**config.mk**
```make
export PLATFORM = sky130hd
export DESIGN_NAME = pipeline_stall_ctrl
export DESIGN_NICKNAME = d
export VERILOG_FILES = /design/src/rtl/pipeline_stall_ctrl_pkg.sv /design/src/rtl/pipeline_stall_ctrl_perf_sat_counter.sv /design/src/rtl/pipeline_stall_ctrl.sv
export SDC_FILE = /design/constraint.sdc
export NUM_CORES = 1
export LEC_CHECK = 0
export CAP_MARGIN = 40
export CORE_MARGIN = 5
export CORE_UTILIZATION = 47
export CTS_BUF_LIST = sky130_fd_sc_hd__clkbuf_8
export DETAILED_ROUTE_END_ITERATION = 6
export MAX_ROUTING_LAYER = met4
export PLACE_DENSITY = 0.79
export SYNTH_ARGS = -nofsm -noshare
export SYNTH_HDL_FRONTEND = slang
export SYNTH_SLANG_ARGS = --single-unit
```
**constraint.sdc**
```tcl
create_clock -name clk -period 2.9 [get_ports clk]
set_clock_uncertainty 0.2 [all_clocks]
set_input_delay 0.435 -clock clk [delete_from_list [all_inputs] [get_ports clk]]
set_output_delay 0.435 -clock clk [all_outputs]
set_load 0.02 [all_outputs]
```
**src/rtl/pipeline_stall_ctrl_pkg.sv**
```systemverilog
// pipeline_stall_ctrl_pkg: shared state encoding for the stall controller
package pipeline_stall_ctrl_pkg;
    typedef enum logic [1:0] {
        ST_RUN       = 2'd0,
        ST_FREEZE    = 2'd1,
        ST_FETCHWAIT = 2'd2
    } state_e;
endpackage

```
**src/rtl/pipeline_stall_ctrl_perf_sat_counter.sv**
```systemverilog
// perf_sat_counter: saturating event counter for the perf CSRs
module perf_sat_counter #(
    parameter int CNT_WIDTH = 32
) (
    input  logic                 clk,
    input  logic                 rst,
    input  logic                 inc_i,
    output logic [CNT_WIDTH-1:0] count_o
);
    logic [CNT_WIDTH-1:0] count_q;
    // count up on each event, sticking at all-ones
    always_ff @(posedge clk)
        count_q <= rst ? '0 : (inc_i && !(&count_q)) ? count_q + 1'b1 : count_q;
    assign count_o = count_q;
endmodule

```
**src/rtl/pipeline_stall_ctrl.sv**
```systemverilog
// pipeline_stall_ctrl: turns hazard/wait requests into pipeline enables, flushes and PC redirects
module pipeline_stall_ctrl
    import pipeline_stall_ctrl_pkg::*;
#(
    parameter int ADDR_WIDTH = 32,
    parameter int CNT_WIDTH  = 32
) (
    input  logic                  clk,
    input  logic                  rst,
    input  logic                  d_hazard_i,
    input  logic                  c_hazard_i,
    input  logic [ADDR_WIDTH-1:0] br_target_i,
    input  logic                  imem_wait_i,
    input  logic                  dmem_wait_i,
    output logic                  pc_wr_en_o,
    output logic                  pc_redirect_o,
    output logic [ADDR_WIDTH-1:0] redirect_pc_o,
    output logic                  ifid_wr_en_o,
    output logic                  ifid_flush_o,
    output logic                  idex_wr_en_o,
    output logic                  idex_flush_o,
    output logic                  exmem_wr_en_o,
    output logic [CNT_WIDTH-1:0]  stall_count_o,
    output logic [CNT_WIDTH-1:0]  flush_count_o
);
    state_e                state_q, state_d;
    logic                  pend_valid_q, pend_valid_d;
    logic [ADDR_WIDTH-1:0] pend_pc_q, pend_pc_d;
    logic                  pend_apply;
    logic                  flush_inc;
    // a held redirect only exists while frozen, so it is released on the first unfrozen cycle
    assign pend_apply = pend_valid_q && (state_q == ST_FREEZE);
    // priority resolution: memory freeze, redirect, fetch wait, data hazard, run
    always_comb begin
        state_d       = ST_RUN;
        pend_valid_d  = pend_valid_q;
        pend_pc_d     = pend_pc_q;
        pc_wr_en_o    = 1'b1;
        pc_redirect_o = 1'b0;
        redirect_pc_o = '0;
        ifid_wr_en_o  = 1'b1;
        ifid_flush_o  = 1'b0;
        idex_wr_en_o  = 1'b1;
        idex_flush_o  = 1'b0;
        exmem_wr_en_o = 1'b1;
        flush_inc     = 1'b0;
        if (rst) begin
            pc_wr_en_o    = 1'b0;
            ifid_wr_en_o  = 1'b0;
            idex_wr_en_o  = 1'b0;
            exmem_wr_en_o = 1'b0;
            ifid_flush_o  = 1'b1;
            idex_flush_o  = 1'b1;
        end else if (dmem_wait_i) begin
            pc_wr_en_o    = 1'b0;
            ifid_wr_en_o  = 1'b0;
            idex_wr_en_o  = 1'b0;
            exmem_wr_en_o = 1'b0;
            state_d       = ST_FREEZE;
            pend_valid_d  = pend_valid_q | c_hazard_i;
            pend_pc_d     = c_hazard_i ? br_target_i : pend_pc_q;
        end else if (c_hazard_i || pend_apply) begin
            pc_redirect_o = 1'b1;
            redirect_pc_o = c_hazard_i ? br_target_i : pend_pc_q;
            ifid_flush_o  = 1'b1;
            pend_valid_d  = 1'b0;
            flush_inc     = 1'b1;
        end else if (imem_wait_i) begin
            pc_wr_en_o    = 1'b0;
            ifid_wr_en_o  = 1'b0;
            idex_flush_o  = 1'b1;
            state_d       = ST_FETCHWAIT;
        end else if (d_hazard_i) begin
            pc_wr_en_o    = 1'b0;
            ifid_wr_en_o  = 1'b0;
            idex_flush_o  = 1'b1;
        end
    end
    // state and pending-redirect registers; reset drops any held redirect
    always_ff @(posedge clk) begin
        if (rst) begin
            state_q      <= ST_RUN;
            pend_valid_q <= 1'b0;
            pend_pc_q    <= '0;
        end else begin
            state_q      <= state_d;
            pend_valid_q <= pend_valid_d;
            pend_pc_q    <= pend_pc_d;
        end
    end
    perf_sat_counter #(.CNT_WIDTH(CNT_WIDTH)) u_stall_cnt (
        .clk     (clk),
        .rst     (rst),
        .inc_i   (!pc_wr_en_o && !rst),
        .count_o (stall_count_o)
    );
    perf_sat_counter #(.CNT_WIDTH(CNT_WIDTH)) u_flush_cnt (
        .clk     (clk),
        .rst     (rst),
        .inc_i   (flush_inc),
        .count_o (flush_count_o)
    );
endmodule

```
==> impl_metrics.toml <==
[pwr]
p_leak_nw = 2.41
ir_drop_v = 0.000211
power_density_mw_per_mm2 = 390

[floorplanning]
start_util_pct = 47.4
rows = 38
die_area_sq_mm = 0.0130
die_h_microns = 114
io_pins = 141
dieWidth_microns = 114
core-area_sq_mm = 0.0107

[clock_network]
clk_pin_slew_ps = 90
htreeDepth = 3
cts_setup_buffers = 0
cts_resized = 0
post_cts_hold_buffer_count = 0
clock_path_buffers = 2
cts_inserted_buffers = 9
cts_tree = "yes"
clock-root-buffer = "clkbuf_8"
clk-insertion-delay-late_ps = 370
cts_sinks = 99

[finish]
ff_latch_area_sq_mm = 0.00198
area_growth_pct = 35.3
fillers = 921
n_antenna_cell = 0
layoutNonFillerInstCount = 906
multi_input_area_sq_mm = 0.00286
utilization_pct = 64.1
drive_gt1_share_pct = 7.96
num-nets-final = 802

[logic_synthesis]
synth_most_common_cell = "dfxtp_1"
synth_cells = 637
synth_top_cell_by_area = "dfxtp_1"
yosys_most_used_dff = "dfxtp_1"
synthesis.nets = 677
ys_top_cells_by_count = "dfxtp_1 (99), nand2_1 (88), a21oi_1 (69)"
synth.distinct_cells = 53
syn_area_sq_mm = 0.00507
yosysWarningCount = 0
synthTopCellsByArea = "dfxtp_1 (39%), a21oi_1 (6.8%), mux2i_1 (6.5%), nand2_1 (6.5%), nor2_1 (5.0%)"
syn_avg_cell_area_sq_um = 7.96
synthArstFlopShare_pct = 0
netlist.area_leader.share_pct = 39.1
yosysSeqAreaShare_pct = 39.1
synth_edf_count = 0
synth-seq-cells = 99

[timing]
clock.fmax_ghz = 0.361
tightest_slew_ps = 881
grt_setup_unrepaired = "false"
finalSetupViolations = 0
period_share_pct = 95.5
fin_tns_setup_ps = 0
slew_viol_final = 0
relSlewSlack_pct = 41.3
hold_violations = 0
min_period_ps = 2770

[drt]
dr.pass1.iters = 5
vias = 5159
drcViolationCount = 0
wirelength_microns = 14200
wire_per_inst_microns = 15.7
drtIter0Drc = 355
detail-route-antenna-nets = 0
vias_per_cell = 5.69

[placement]
dp_hpwl_microns = 10300
port-buffer-count = 140
gp_congestion = 0.896
place_inst = 891

[flow_run]
max_cap_viol_count = 0

[worst_setup_path]
critPathCaptureType = "primary output"
crit_top_cell = "clkdlybuf4s50_1"
slowest_stage = "clkdlybuf4s50_1"
path_max_fanout = 33
cp.required_ps = 2270
max_stage_delay_ps = 610
crit_type = "input port to primary output"
cp-start-kind = "input port"
crit_arrival_ps = 2140
path_cells = "clkdlybuf4s50_1 > nor2_2 > o21ai_4 > buf_16 > nor2_1 > clkdlybuf4s50_1"

[global_routing]
grt_max_degree = 90
gr-usage-all-layers_pct = 21.6
grt-ovfl-total = 0
grt_pass1_wl_microns = 22800
antenna_found_initial = 0
grt_pass1_vias = 4762

[min_path]
hold_class = "flop to flop"

[status]
status = "finished clean"
[placed cells by master (no fill, tap or decap), drive strengths merged, types with 11 or more instances in the layout]
master and n:
nor2b 11, o31ai 17, nand4 21, a21oi 69
or4 17, nand2 88, buf 24, mux2i 33
o21ai 24, nor2 67, clkdlybuf4s50 136, inv 11
dfxtp 99, or3 18, nand3 19
[where the power goes]
part           total [mW]  leakage (nW)  internal [mW]  switching [mW]
clock               0.977         0.108          0.502           0.475
sequential           1.40         0.802           1.39          0.0175
combinational       0.296          1.50          0.140           0.156
total                2.68          2.41           2.03           0.648
[per-stage QoR]
step / hold slack (ps) / worst slack [ps] / cell area [sq um] / total power [mW]
3_3_place_gp: 241 / 79.5 / 6600 / 1.72
2_1_floorplan: 233 / 251 / 5070 / 1.59
6_report: 257 / 129 / 6860 / 2.68
4_1_cts: 260 / 21.2 / 6840 / 2.69
3_5_place_dp: 248 / 44.5 / 6630 / 1.73
5_1_grt: 276 / 3.97 / 6860 / 2.77
[metal layers]
| layer | up-vias | track usage (%) | wire (microns) |
|---|---|---|---|
| met1 | 2436 | 26.7 | 6240 |
| met5 | - | - | 0 |
| met3 | 20 | 4.24 | 882 |
| met2 | 171 | 36.2 | 6910 |
| li1 | 2532 | - | - |
| met4 | 0 | 5.86 | 163 |
[path summary, 6_finish.rpt]
check	start	endpoint	slack (ps)	depth (start not counted)
setup / recovery	dmem_wait_i	redirect_pc_o[15]	130	6
hold / removal	pend_pc_q[18]	pend_pc_q[18]	260	2
setup reg to reg	u_stall_cnt.count_o[0]	u_stall_cnt.count_o[26]	370	6
hold reg to reg	pend_pc_q[18]	pend_pc_q[18]	260	2
[layout make-up]
cell class              count  share of cell area (%)
multi-input cells         479                    41.7
flip-flops and latches     99                    28.9
repair buffers            162                    23.1
well taps                 140                    2.55
clock buffers              10                    2.01
clock inverters             5                    1.13
inverters                  11                   0.602
[registers in the layout, summed over array words and instances, names as in the netlist]
register / count
pend_pc_q: 32
u_stall_cnt.count_o: 32
state_q: 2
pend_valid_q: 1
u_flush_cnt.count_o: 32
[logic make-up (layout without fill, tap and decap cells)]
logic type | Yosys count | count (layout) | synth area share, %
buffers and inverters | 59 | 188 | 4.89
xor gates and xnor gates | 12 | 12 | 2.07
DFF | 99 | 99 | 39.1
and+or+nand+nor | 294 | 294 | 29.8
AOI/OAI and AO/OA | 132 | 132 | 15.8
adders and majority gates | 2 | 2 | 0.494
muxes | 39 | 39 | 7.85
[critical path: cells and delay by family]
kind	cells	cell delay [ps]
buffers and inverters	3	1240
AND/OR/NAND/NOR	2	310
AO/OA/AOI/OAI	1	130
(Power assumes the default switching activity.)
